[src/rtl/render_pkg.sv]
// Shared render-path types: framebuffer defaults, coordinate/colour widths, pixel FIFO entry.
package render_pkg;

    localparam int FB_WIDTH_DEF  = 1920;
    localparam int FB_HEIGHT_DEF = 1080;
    localparam int X_W           = 11;
    localparam int Y_W           = 12;
    localparam int COLOR_W       = 32;

    // nowrite marks a clipped end-of-frame pixel kept only to carry frame ordering
    typedef struct packed {
        logic [X_W-1:0]     x;
        logic [Y_W-1:0]     y;
        logic [COLOR_W-1:0] color;
        logic               last;
        logic               nowrite;
    } pix_entry_t;

    typedef enum logic {S_IDLE, S_WRITE} wr_state_t;

endpackage

[src/rtl/pixel_fifo.sv]
// Purpose: synchronous FIFO with registered storage and full/empty flags.
// Latency: a push is visible at rd_dat the cycle after it is written.
// Backpressure: push ignored when full, pop ignored when empty.
module pixel_fifo #(
    parameter int W     = 8,
    parameter int DEPTH = 16
) (
    input  logic         clk,
    input  logic         rst,
    input  logic         push,
    input  logic [W-1:0] wr_dat,
    input  logic         pop,
    output logic [W-1:0] rd_dat,
    output logic         full,
    output logic         empty
);
    localparam int AW = $clog2(DEPTH);

    generate
        if (DEPTH < 2 || (DEPTH & (DEPTH - 1)) != 0) begin : g_depth_chk
            $error("pixel_fifo: DEPTH must be a power of two >= 2");
        end
    endgenerate

    logic [W-1:0] mem [DEPTH];
    // Extra MSB distinguishes full from empty when the index bits match
    logic [AW:0]  wr_ptr;
    logic [AW:0]  rd_ptr;

    assign empty  = (wr_ptr == rd_ptr);
    assign full   = (wr_ptr[AW] != rd_ptr[AW]) && (wr_ptr[AW-1:0] == rd_ptr[AW-1:0]);
    assign rd_dat = mem[rd_ptr[AW-1:0]];

    always_ff @(posedge clk) begin
        if (rst) begin
            wr_ptr <= '0;
            rd_ptr <= '0;
        end else begin
            if (push && !full)
                wr_ptr <= wr_ptr + 1'b1;
            if (pop && !empty)
                rd_ptr <= rd_ptr + 1'b1;
        end
    end

    always_ff @(posedge clk) begin
        if (push && !full)
            mem[wr_ptr[AW-1:0]] <= wr_dat;
    end

endmodule

[src/rtl/pixel_writer.sv]
// Purpose: clip incoming pixels, queue them, and issue framebuffer word writes.
// Latency: 2 cycles from accept to mem_wr_en on an idle block; one write per cycle sustained.
// Backpressure: in_ready = FIFO not full; mem_addr/mem_data hold until mem_wr_ready.
module pixel_writer
    import render_pkg::*;
#(
    parameter int FB_WIDTH   = FB_WIDTH_DEF,
    parameter int FB_HEIGHT  = FB_HEIGHT_DEF,
    parameter int FIFO_DEPTH = 16,
    parameter int ADDR_W     = 21
) (
    input  logic               clk,
    input  logic               rst,
    input  logic               in_valid,
    output logic               in_ready,
    input  logic [X_W-1:0]     in_x,
    input  logic [Y_W-1:0]     in_y,
    input  logic [COLOR_W-1:0] in_color,
    input  logic               in_last,
    output logic               mem_wr_en,
    input  logic               mem_wr_ready,
    output logic [ADDR_W-1:0]  mem_addr,
    output logic [COLOR_W-1:0] mem_data,
    output logic               frame_done,
    output logic [15:0]        clip_count,
    output logic               busy
);
    generate
        if (64'(FB_WIDTH) * 64'(FB_HEIGHT) > (64'd1 << ADDR_W)) begin : g_addr_chk
            $error("pixel_writer: FB_WIDTH*FB_HEIGHT does not fit in ADDR_W");
        end
    endgenerate

    pix_entry_t        in_ent;
    pix_entry_t        head;
    logic              fifo_full;
    logic              fifo_empty;
    logic              rdy_q;
    logic              acc;
    logic              clipped;
    logic              push;
    logic              pop;
    logic              last_q;
    wr_state_t         state;
    logic [ADDR_W-1:0] head_addr;

    // rdy_q keeps in_ready low through reset and for the first cycle out of it
    assign in_ready = rdy_q & ~rst & ~fifo_full;
    assign acc      = in_valid & in_ready;
    assign clipped  = (32'(in_x) >= FB_WIDTH) || (32'(in_y) >= FB_HEIGHT);
    assign push     = acc & (~clipped | in_last);
    assign pop      = ~fifo_empty & ((state == S_IDLE) | mem_wr_ready);
    assign busy     = ~fifo_empty | (state == S_WRITE);

    always_comb begin
        in_ent         = '0;
        in_ent.x       = in_x;
        in_ent.y       = in_y;
        in_ent.color   = in_color;
        in_ent.last    = in_last;
        in_ent.nowrite = clipped;
    end

    assign head_addr = ADDR_W'(64'(head.y) * 64'(FB_WIDTH) + 64'(head.x));

    pixel_fifo #(
        .W     ($bits(pix_entry_t)),
        .DEPTH (FIFO_DEPTH)
    ) u_fifo (
        .clk    (clk),
        .rst    (rst),
        .push   (push),
        .wr_dat (in_ent),
        .pop    (pop),
        .rd_dat (head),
        .full   (fifo_full),
        .empty  (fifo_empty)
    );

    always_ff @(posedge clk) begin
        if (rst) begin
            state      <= S_IDLE;
            rdy_q      <= 1'b0;
            mem_wr_en  <= 1'b0;
            mem_addr   <= '0;
            mem_data   <= '0;
            last_q     <= 1'b0;
            frame_done <= 1'b0;
            clip_count <= '0;
        end else begin
            rdy_q <= 1'b1;
            if (acc && clipped && clip_count != 16'hFFFF)
                clip_count <= clip_count + 16'd1;
            // A completing last write and a popped end marker both close a frame
            frame_done <= (state == S_WRITE && mem_wr_ready && last_q) || (pop && head.nowrite);
            if (pop) begin
                if (head.nowrite) begin
                    state     <= S_IDLE;
                    mem_wr_en <= 1'b0;
                    last_q    <= 1'b0;
                end else begin
                    state     <= S_WRITE;
                    mem_wr_en <= 1'b1;
                    mem_addr  <= head_addr;
                    mem_data  <= head.color;
                    last_q    <= head.last;
                end
            end else if (state == S_WRITE && mem_wr_ready) begin
                state     <= S_IDLE;
                mem_wr_en <= 1'b0;
                last_q    <= 1'b0;
            end
        end
    end

endmodule
[config.mk]
export PLATFORM = sky130hd
export DESIGN_NAME = pixel_writer
export DESIGN_NICKNAME = d
export VERILOG_FILES = /design/src/rtl/render_pkg.sv /design/src/rtl/pixel_fifo.sv /design/src/rtl/pixel_writer.sv
export SDC_FILE = /design/constraint.sdc
export NUM_CORES = 1
export LEC_CHECK = 0
export BUFFER_PORTS_ARGS = -buffer_cell sky130_fd_sc_hd__buf_2
export CAP_MARGIN = 30
export CORE_ASPECT_RATIO = 0.8
export CORE_MARGIN = 2
export CORE_UTILIZATION = 69
export CTS_BUF_LIST = sky130_fd_sc_hd__clkbuf_8
export DETAILED_ROUTE_END_ITERATION = 12
export PLACE_DENSITY_LB_ADDON = 0.08
export SLEW_MARGIN = 20
export SYNTH_ARGS = -nofsm -noshare
export SYNTH_HDL_FRONTEND = slang
export SYNTH_SLANG_ARGS = --single-unit
[constraint.sdc]
create_clock -name clk -period 17.3 [get_ports clk]
set_input_delay 2.595 -clock clk [delete_from_list [all_inputs] [get_ports clk]]
set_output_delay 2.595 -clock clk [all_outputs]
set_load 0.01 [all_outputs]
# Word-level counts from Yosys, hierarchy flattened
# Memory sizes are Yosys's and may differ from the RTL's. A register that Yosys moved wholly into a read port is not among the register bits.
# Index checks and enable logic that the tools add are counted.
[totals] ram_bits=912 inputBits=60 mem_count=1 register_bits=83 word_cells=59
[mem_list] memory="u_fifo.mem" depth=16 width=57 read_ports=1 rd_ports_with_merged_regs=1 write_ports=1 line_no="pixel_fifo.sv:25" text="logic [W-1:0] mem [DEPTH];"
[op_classes] magnitude_cmp=2 n_mul=1 addsub=4 eq_ne=4 n_reduce_logical=14 muxes=10 bitwise_logic=14
[op_table] op="21-bit by 11-bit adder with 21-bit output" count=1
[op_table] op="16-bit by 1-bit adder with 16-bit output (second input constant)" count=1
[op_table] op="16-bit != test (second input constant)" count=1
[op_table] op="12-bit by 4-bit multiplier with 14-bit output (second input constant)" count=1
[op_table] op="12-bit by 11-bit greater-or-equal comparator with 1-bit output (second input constant)" count=1
[op_table] op="11-bit greater-or-equal comparator (second input constant)" count=1
[op_table] op="5-bit by 1-bit adder with 5-bit output (second input constant)" count=2
[op_table] op="1-bit logical AND" count=8
[op_table] op="1-bit 2-to-1 mux" count=8
[op_table] op="4-bit 2-to-1 mux" count=2
[op_table] op="1-bit inverter" count=6
[op_table] op="1-bit bitwise AND" count=5
[op_table] op="5-bit equality test" count=1
[op_table] op="4-bit equality test" count=1
[op_table] op="1-bit OR" count=3
[op_table] op="1-bit logical NOT" count=2
[op_table] op="1-bit logical OR" count=2
[op_table] op="2-bit AND reduction" count=1
[op_table] op="2-bit nonzero test" count=1
[op_table] op="1-bit != test" count=1

# Depth between registers and ports, before layout
# Gate-level depths: netlist (run 1).
[depth] ltp_word=9 mapped_depth=18

# By module
# From an unflattened synthesis (run 1), not the netlist that was laid out.
[hier_totals] hier_cells=1868 hier_area_um2=39594.2
[by_module_without_submodules] mod="pixel_fifo" area_each_um2=35348.9 cells_per_inst=1366 n_inst=1
[by_module_without_submodules] mod="pixel_writer" area_each_um2=4245.3 cells_per_inst=502 n_inst=1

# Worst setup path after synthesis (run 1)
# No wires, ideal clock.
[synth_path] path_kind="input to register" from="in in_y[8]" to="mem u_fifo.mem[3][0] in the netlist's numbering, enable pin" arrival_ns=7.922 required_ns=16.758 setup_slack_ns=8.836 path_stages=6 path_cell_list="or4_1 o21ai_0 nand2_1 a21oi_2 nand2_1 nor3_1"
[synth_between] elab_chain_len=8
[synth_lines] item="start: declaration" line_no="pixel_writer.sv:17" text="input logic [Y_W-1:0] in_y,"
[synth_lines] item="12-bit by 11-bit greater-or-equal comparator with 1-bit output" line_no="pixel_writer.sv:50" text="assign clipped = (32'(in_x) >= FB_WIDTH) || (32'(in_y) >= FB_HEIGHT);"
[synth_lines] item="1-bit logical OR" line_no="pixel_writer.sv:50"
[synth_lines] item="named net clipped" line_no="pixel_writer.sv:40" text="logic clipped;"
[synth_lines] item="1-bit inverter" line_no="pixel_writer.sv:51" text="assign push = acc & (~clipped | in_last);"
[synth_lines] item="1-bit OR" line_no="pixel_writer.sv:51"
[synth_lines] item="1-bit bitwise AND" line_no="pixel_writer.sv:51"
[synth_lines] item="1-bit logical AND" line_no="pixel_fifo.sv:47" text="if (push && !full)"
[synth_lines] item="1-bit 2-to-1 mux" line_no="pixel_fifo.sv:47"
[synth_lines] item="1-bit 2-to-1 mux (not written as such)" line_no="pixel_fifo.sv:48" text="mem[wr_ptr[AW-1:0]] <= wr_dat;"
[synth_lines] item="end: declaration" line_no="pixel_fifo.sv:25"
# The timed path passes the listed nets, and every way through them passes these cells.

==> results of run 1 <==
[cell type report]
cell class	count	area [µm²]
diodes	4	10.0
clock buffers	158	2170
clock inverters	105	462
fillers	2794	12100
inverters	48	180
multi-input cells	714	9470
flip-flops and latches	999	29100
well taps	750	938
repair buffers	173	1150
[cells in the mapped netlist, drive strengths merged (2+ instances only)]
cell type | count | area, µm²
nor3 | 9 | 45.0
a41oi | 2 | 17.5
and3 | 3 | 18.8
o2111ai | 3 | 26.3
fa | 22 | 440
xnor2 | 25 | 219
o311ai | 2 | 17.5
a21oi | 55 | 317
or2 | 2 | 12.5
a211oi | 8 | 80.1
or4 | 3 | 26.3
o31ai | 2 | 15.0
mux4 | 285 | 6420
o41ai | 2 | 17.5
o21a | 4 | 30.0
and2 | 3 | 18.8
a211o | 2 | 17.5
nand2b | 5 | 31.3
ha | 24 | 300
nor2b | 7 | 51.3
nor4 | 7 | 43.8
nor4b | 2 | 17.5
xor2 | 16 | 140
or3 | 6 | 37.5
nor2 | 57 | 214
buf | 40 | 221
nand3 | 11 | 55.1
nand4 | 6 | 37.5
a21o | 4 | 30.0
o21ai | 14 | 70.1
nand2 | 106 | 423
clkbuf | 50 | 188
and4 | 3 | 26.3
a31oi | 2 | 12.5
inv | 47 | 176
dfxtp | 87 | 1740
mux2i | 2 | 20.0
edfxtp | 912 | 27400
[critical path, delay by kind of cell (launching register included)]
kind	cells	cell delay, ns
XOR/XNOR	1	0.16
AO/OA/AOI/OAI	5	1.42
buffers and inverters	4	1.56
adder cells (fa/ha/maj)	3	1.36
multiplexers	2	1.11
AND/OR/NAND/NOR	1	0.58
flip-flops	1	0.63
[worst max path at each step]
stage	start	endpoint	cells past startpoint
2_1_floorplan	in_y[8]	u_fifo.mem[3][0]$_DFFE_PP_	6
3_3_place_gp	register	mem_addr[20]$_SDFFE_PP0P_	16
3_5_place_dp	register	mem_addr[20]$_SDFFE_PP0P_	16
4_1_cts	register	mem_addr[20]$_SDFFE_PP0P_	16
5_1_grt	register	mem_addr[20]$_SDFFE_PP0P_	16
6_report	register	mem_addr[20]$_SDFFE_PP0P_	16
[kinds of logic (layout without fill, tap and decap cells)]
logic type,count (synthesis),count (layout),synth area share [%]
multiplexers,287,287,16.5
XOR/XNOR,41,41,0.919
flip-flops,999,999,74.6
AO/OA/AOI/OAI,109,109,1.92
buffers and inverters,138,484,1.51
AND/OR/NAND/NOR,231,231,2.73
adder cells (fa/ha/maj),46,46,1.90
other,0,4,0
[sequential cells by signal, summed over array words and instances (netlist names), named ones only]
| register | count |
|---|---|
| u_fifo.wr_ptr | 5 |
| u_fifo.mem | 912 |
| mem_addr | 21 |
| u_fifo.rd_ptr | 5 |
| rdy_q | 1 |
| last_q | 1 |
| mem_data | 32 |
| clip_count | 16 |
| state | 1 |
| frame_done | 1 |
[where the power goes]
part | internal (mW) | switching [mW]
registers | 2.67 | 0.0379
logic | 0.640 | 0.793
clock network | 0.842 | 0.853
total | 4.15 | 1.68
[metal layers]
metal	vias to the layer above	part of all wire, %	wire (µm)	GRT usage [%]
met5	-	0.017	14	0
met4	2	1.6	1340	8.81
met3	109	9.0	7340	6.53
met2	1006	48	39000	43.6
met1	10200	42	34000	43.7
li1	8046	-	-	-
[metrics by stage]
stage	cells	setup WS, ns	hold WS [ns]	util, %
6_report	2951	10.32	0.452	78.3
5_1_grt	2950	9.81	0.474	78.3
4_1_cts	2944	10.22	0.457	78.1
3_5_place_dp	2681	10.22	0.447	73.4
3_3_place_gp	2675	10.31	0.438	73.1
2_1_floorplan	1851	8.84	0.454	-
==> metrics.yaml, run 1 <==
setup_viol: 0
yosysWarnings: 0
root_buffer: "clkbuf_8"
min_path_cells: 2
final_cell_mix: "edfxtp_1 (912), mux4_2 (285), clkbuf_8 (158), buf_2 (131), inv_1 (110)"
critical_path.cell_chain: "buf_4 -> buf_4 -> mux4_2 -> mux4_2 -> inv_1 -> fa_1 -> fa_1 -> inv_1 -> ha_1 -> a21o_1 -> a31o_2 -> o41ai_1 -> xor2_1 -> or4_4 -> o311a_1 -> a211o_1"
finalPower_mw: 5.84
place.gp.congestion: 0.804
critPathArrivalTime_ns: 7.65
num_io_pins: 133
hp-start: "mem_addr[10]$_SDFFE_PP0P_"
ir_worst_vdd_mv: 0.165
post_cts_buffers: 0
endpoint_kind: "register"
slowest_stage: "buf_4"
rsz0062_at_grt: "no"
syn_area_per_cell_um2: 21.1
setup_tns_ns: 0
insertion_delay_ns: 0.78
dr.pass1.iters: 5
hold_buffers: 0
crit_type: "reg2reg"
postRouteAntennaNets: 0
htree_num_levels: 4
rr_endpoint: "mem_addr[20]$_SDFFE_PP0P_"
yosys_most_used_dff: "edfxtp_1"
async_flop_share_pct: 0
synth-seq-cells: 999
grt_pass1_wl_um: 123000
skew_ns: 0.0387
clk_pin_slew_worst_paths_ns: 0.07
yosysSeqAreaShare_pct: 74.6
clock-sinks: 999
tightest_slew_ns: 0.986
die_h_um: 217
cts_buffer_depth: 3
die-area_um2: 58600
drive_gt1_share_pct: 31.4
grt_max_degree: 134
syn_to_final_growth_pct: 11.4
grt_pass1_vias: 19800
status: "finished, final reports clean"
dieWidth_um: 270
drt_iter0_drc: 2352
initial_core_util_pct: 70.3
final_common_cell: "edfxtp_1"
synth_fp_nets: 1957
yosysUniqueCellTypes: 61
min_period_ns: 6.98
cts_resized: 0
rr_worst_depth: 16
route.detailed.drc: 0
start_kind: "register"
fmax_mhz: 143
leakage_nw: 14.1
wl_per_cell_um: 27.7
holdPathEnd: "mem_addr[10]$_SDFFE_PP0P_"
wl_um: 81700
nNetsFinal: 2186
portBuffers: 132
design_area_um2: 43500
vias: 19400
antenna_found_initial: 7
report.final.slew_viol_count: 0
cts_tree: "yes"
timing.final.crit_share_pct: 40.3
max_slew_margin_pct: 34.3
core_area_um2: 55600
hold_class: "reg2reg"
vias_per_cell: 6.56
synth_area_um2: 39100
crit_required_ns: 17.97
hold_violations: 0
crit_path_max_incr_delay_ns: 0.68
numCtsBuffers: 144
maxCapViolCount: 0
synth_edf_count: 912
ff2ff_setup_slack_ns: 10.32
place_hpwl_um: 44600
crit_fanout: 37
syn_inst: 1851
placedInstanceArea_um2: 40800
grt-ovfl-total: 0
core.rowCount: 77
track_usage_pct: 28.9
power.density_nw_per_um2: 134
No activity file was read; power rests on OpenSTA's default activity.
==> inputs of run 2 (changes only) <==
CORE_UTILIZATION = 58   (was 69)
clock period = 6 ns   (was 17.3 ns; I/O delays follow)
==> run 2 against run 1 <==
Design area is 1.5% higher. Critical endpoint unchanged. Die area grew 19%. Total power rose to 3.0 times the previous value. Critical path type unchanged. Flip-flop and latch count stayed put. Core utilization is 12 points lower. Clock skew fell by 0.016 ns. Final cell count grew 5.4%. Clock power increased to 3.1 times the previous value.
==> metrics.yaml, run 2 (synthesis results as in run 1) <==
dr.pass1.iters: 5
timing.hold.ws_ns: 0.451
p_sw_mw: 5.11
largest_register_ffs: 912
crit_required_ns: 6.67
cts_resized: 0
nNetsFinal: 2214
start_kind: "register"
fmax_mhz: 178
final_cell_mix: "edfxtp_1 (912), mux4_2 (285), clkbuf_8 (166), buf_2 (131), nand2_1 (96)"
dieWidth_um: 294
intPower_mw: 12.3
place_hpwl_um: 45500
endpoint_kind: "register"
nFillCells: 4423
cpMostUsedCell: "fa_1"
place.gp.congestion: 0.803
cts_buffer_depth: 3
timing.final.crit_share_pct: 93.8
portBuffers: 132
clock-sinks: 999
rsz0062_at_grt: "no"
core.rowCount: 85
initial_core_util_pct: 58.3
htree_num_levels: 4
antenna_found_initial: 5
crit_fanout: 15
crit_path_max_incr_delay_ns: 0.58
min_period_ns: 5.63
numCtsBuffers: 153
drt_iter0_drc: 1823
core_area_um2: 67000
grt_pass1_vias: 19600
design_area_um2: 44200
wl_um: 86100
insertion_delay_ns: 0.79
slowest_stage: "fa_1"
report.final.slew_viol_count: 0
clk_pin_slew_worst_paths_ns: 0.06
route.detailed.drc: 0
post_cts_buffers: 0
die-area_um2: 69500
p_clk_share_pct: 30.7
drive_gt1_share_pct: 32.9
num_io_pins: 133
hold_class: "reg2reg"
die_h_um: 236
place_inst: 2822
max_slew_margin_pct: 38.1
tightest_slew_ns: 0.928
power.density_nw_per_um2: 393
fin_cells: 3110
vias_per_cell: 6.19
crit_buf_inv: 2
critical_path.cell_chain: "buf_4 -> mux4_2 -> mux4_2 -> fa_1 -> fa_1 -> inv_1 -> fa_1 -> nor2b_4 -> o31a_4 -> xor2_1 -> nand4_1 -> or4_4 -> o311a_1 -> a211o_1"
power_frac_seq_pct: 44.8
skew_ns: 0.0226
grt_pass1_wl_um: 127000
crit_type: "reg2reg"
syn_to_final_growth_pct: 13.1
root_buffer: "clkbuf_8"
cp_top_family: "adder cells"
placedInstanceArea_um2: 41200
track_usage_pct: 25.7
postRouteAntennaNets: 0
cts_tree: "yes"
grt-ovfl-total: 0
hold_buffers: 0
leakage_nw: 14.3
swShare_pct: 29.4
wl_per_cell_um: 27.7
power_frac_comb_pct: 24.5
maxCapViolCount: 0
status: "finished, final reports clean"
setup_viol: 0
hold_violations: 0
ir_worst_vdd_mv: 0.444
vias: 19300
final_common_cell: "edfxtp_1"
critPathArrivalTime_ns: 6.30
grt_max_degree: 69
run 2: changes by cell type in the layout (fill, tap and decap cells not counted), moves of 2 or more:
cell	delta
inv_6	+5
inv_8	+4
clkbuf_8	+8
clkinv_1	+17
bufinv_16	+2
inv_1	-24
clkinv_2	+12
buf_12	+11
clkinvlp_4	-5
buf_16	-2
inv_12	+2
buf_4	+10
run 2: power by group through the flow:
| stage | Clock [mW] | Combinational (mW) | Sequential [mW] |
|---|---|---|---|
| finish | 5.33 | 4.27 | 7.79 |
| global route | 5.75 | 4.69 | 7.80 |
| CTS | 5.45 | 4.26 | 7.79 |
| detailed placement | 0 | 4.24 | 7.94 |
| global placement | 0 | 4.15 | 7.93 |
| floorplan | 0 | 3.17 | 7.94 |
run 2: cell type report:
class                           instances  area (µm²)  area share (%)
Clock buffer                          166        2280            5.17
Clock inverter                        117         623            1.41
Sequential cell                       999       29100            65.9
Timing Repair Buffer                  192        1390            3.14
Multi-Input combinational cell        714        9470            21.4
Antenna cell                            4        10.0          0.0227
Tap cell                              870        1090            2.46
Inverter                               48         180           0.408
run 2: path summary, 6_finish.rpt:
| path | startpoint | end | slack [ns] | cells after the start |
|---|---|---|---|---|
| worst max-delay path | register | mem_addr[20]$_SDFFE_PP0P_ | 0.37 | 14 |
| worst min-delay path | mem_data[31]$_SDFFE_PP0P_ | mem_data[31]$_SDFFE_PP0P_ | 0.45 | 2 |
| worst max register to register | register | mem_addr[20]$_SDFFE_PP0P_ | 0.37 | 14 |
| worst min register to register | mem_data[31]$_SDFFE_PP0P_ | mem_data[31]$_SDFFE_PP0P_ | 0.45 | 2 |
run 2: worst min-delay path, cell delays in order, from the launching register on:
cell     delay (ns)
dfxtp_1        0.31
nand2_1        0.05
a21oi_1        0.05
run 2: per-layer routing:
| layer | GRT usage, % | vias up | share of wire (%) | routed length, µm |
|---|---|---|---|---|
| met2 | 39.1 | 790 | 48 | 41500 |
| met5 | 0 | - | 0.044 | 38 |
| li1 | - | 8133 | - | - |
| met3 | 5.04 | 117 | 7.9 | 6790 |
| met4 | 7.50 | 6 | 1.7 | 1450 |
| met1 | 38.6 | 10200 | 42 | 36400 |
run 2: metrics by stage:
stage / utilization (%) / power (mW) / TNS (ns) / worst slack, ns
finish: 66.0 / 17.4 / 0 / 0.372
global route: 65.9 / 18.2 / 0 / 0.0155
CTS: 65.9 / 17.5 / 0 / 0.330
detailed placement: 61.6 / 12.2 / 0 / 0.342
global placement: 61.4 / 12.1 / 0 / 0.440
floorplan: - / 11.1 / -128.73 / -0.753
==> inputs of run 3 (changes only) <==
CORE_UTILIZATION = 64   (was 58)
GPL_TIMING_DRIVEN = 0   (was unset)
clock period = 5.8 ns   (was 6 ns; I/O delays follow)
==> run 3 against run 2 <==
The flow now finishes with violations (DRC). Wire length grew 5.3%. Sequential power grew 3.1%. Clock power shrank 3%. Register-to-register slack lost 0.26 ns. Critical path type unchanged. Design area grew 2.0%. Hold slack lost 0.023 ns. Count of clock-buffer cells in the layout shrank 5. Largest power group unchanged. Total power grew 3.5%. Largest cell class unchanged.
==> metrics.yaml, run 3 (synthesis results as in run 1) <==
fmax_mhz: 176
tightest_slew_ns: 1.02
final_common_cell: "edfxtp_1"
leakage_nw: 14.7
insertion_delay_ns: 0.79
violations: "DRC"
grt-ovfl-total: 0
clk_pin_slew_worst_paths_ns: 0.07
critPathArrivalTime_ns: 6.36
num_io_pins: 133
setup_viol: 0
min_period_ns: 5.68
drive_gt1_share_pct: 34.3
dieWidth_um: 280
cpMostUsedCell: "fa_1"
track_usage_pct: 29.8
status: "finished, violations left"
slowest_stage: "or4_4"
crit_type: "reg2reg"
timing.final.crit_share_pct: 98.0
cp-endpoint: "mem_addr[20]$_SDFFE_PP0P_"
report.final.slew_viol_count: 0
vias_per_cell: 6.41
dr.pass1.iters: 9
ff2ff_setup_slack_ns: 0.12
power.density_nw_per_um2: 399
timing.hold.ws_ns: 0.428
rr_worst_depth: 16
numCtsBuffers: 145
max_slew_margin_pct: 31.9
skew_ns: 0.0268
start_kind: "register"
crit_fanout: 10
syn_to_final_growth_pct: 15.4
htree_num_levels: 4
critical_path_cell_count: 16
place.gp.congestion: 0.836
hold_violations: 0
endpoint_kind: "register"
hold_class: "in2reg"
clock-sinks: 999
nNetsFinal: 2322
grt_max_degree: 27
wl_per_cell_um: 29.1
die_h_um: 225
core.rowCount: 80
drt_iter0_drc: 2545
cp_top_family: "buffers and inverters"
nFillCells: 3328
root_buffer: "clkbuf_8"
fin_cells: 3114
antenna_found_initial: 10
core_area_um2: 60000
cts_tree: "yes"
final_cell_mix: "edfxtp_1 (912), mux4_2 (285), clkbuf_8 (164), buf_2 (150), nand2_1 (96)"
rr_endpoint: "mem_addr[20]$_SDFFE_PP0P_"
place_inst: 2841
crit_path_max_incr_delay_ns: 0.62
critical_path.cell_chain: "clkbuf_1 -> buf_6 -> clkbuf_2 -> mux4_2 -> inv_4 -> fa_1 -> fa_1 -> inv_1 -> ha_2 -> a21o_1 -> a31o_2 -> o21ai_1 -> nand4_1 -> or4_4 -> o311a_1 -> a211o_1"
ir_worst_vdd_mv: 0.418
portBuffers: 132
wl_um: 90700
largest_register_ffs: 912
vias: 20000
crit_required_ns: 6.47
initial_core_util_pct: 65.2
cts_buffer_depth: 3
grt_pass1_vias: 20200
maxCapViolCount: 0
grt_pass1_wl_um: 131000
place_hpwl_um: 58700
crit_buf_inv: 5
die-area_um2: 63100
postRouteAntennaNets: 0
route.detailed.drc: 2
## run 3: changes by cell type in the layout (fill, tap and decap cells not counted), moves of 12 or more
cell      previous run  this run
buf_12              17        29
clkbuf_1             0        35
buf_6                0        18
buf_8                0        17
clkinv_2            23        11
buf_2              131       150
## run 3: report_power, final
| part | total (mW) | internal, mW | leakage (nW) | switching (mW) |
|---|---|---|---|---|
| Clock | 5.15 | 2.55 | 1.54 | 2.59 |
| Combinational | 4.82 | 2.16 | 4.28 | 2.67 |
| Sequential | 8.03 | 7.96 | 8.90 | 0.0718 |
| Total | 18.0 | 12.7 | 14.7 | 5.33 |
## run 3: layout make-up
class	instances	area [µm²]	area share (%)
Sequential cell	999	29100	64.6
Multi-Input combinational cell	714	9510	21.1
Clock buffer	161	2220	4.92
Timing Repair Buffer	220	1970	4.36
Tap cell	779	975	2.16
Buffer	88	636	1.41
Clock inverter	100	444	0.985
Inverter	48	185	0.411
Antenna cell	5	12.5	0.0278
## run 3: worst min-delay path by stage
stage / end / startpoint / slack, ns / cells past startpoint
5_1_grt: u_fifo.mem[7][31]$_DFFE_PP_ / in_color[29] / 0.42 / 1
4_1_cts: state$_SDFFE_PP0P_ / mem_wr_ready / 0.37 / 4
6_report: state$_SDFFE_PP0P_ / mem_wr_ready / 0.43 / 4
3_5_place_dp: mem_data[20]$_SDFFE_PP0P_ / mem_data[20]$_SDFFE_PP0P_ / 0.44 / 2
3_3_place_gp: mem_addr[9]$_SDFFE_PP0P_ / mem_addr[9]$_SDFFE_PP0P_ / 0.44 / 2
2_1_floorplan: last_q$_SDFFE_PP0P_ / last_q$_SDFFE_PP0P_ / 0.45 / 2
## run 3: per-layer routing
layer / share of wire (%) / wire length [µm] / GRT usage (%)
met2: 48 / 43600 / 46.2
met1: 39 / 35300 / 41.9
met4: 2.2 / 1990 / 9.13
met5: 0.065 / 59 / 0
met3: 11 / 9700 / 8.97
## run 3: per-stage QoR
step	utilization, %	cell area [µm²]	setup slack, ns	power, mW	setup TNS, ns
6_report	75.2	45100	0.116	18.0	0
5_1_grt	75.2	45100	-0.00261	18.8	-0.00261
4_1_cts	74.9	44900	0.00911	17.9	0
3_5_place_dp	70.2	42100	-1.78	12.7	-12.90
3_3_place_gp	67.9	40700	-7.03	12.5	-3818.91
2_1_floorplan	-	39100	-0.923	11.5	-157.80
## run 3: repair_timing
| action | 4_1_cts | 5_1_grt |
|---|---|---|
| endpoints found under the setup margin | 11 | 4 |
| pin swaps | 0 | 5 |
| cloned | 0 | 0 |
| setup buffers | 1 | 8 |
| hold buffers | 0 | 0 |
| gates resized for setup | 72 | 19 |
## run 3: worst reg2reg max path, delay by kind of cell, from the launching register on
kind / cells / cell delay [ns]
simple gates: 2 / 0.80
fa+ha+maj: 3 / 1.29
buf+inv: 5 / 1.40
flops: 1 / 0.37
mux: 1 / 0.51
compound gates: 5 / 1.21
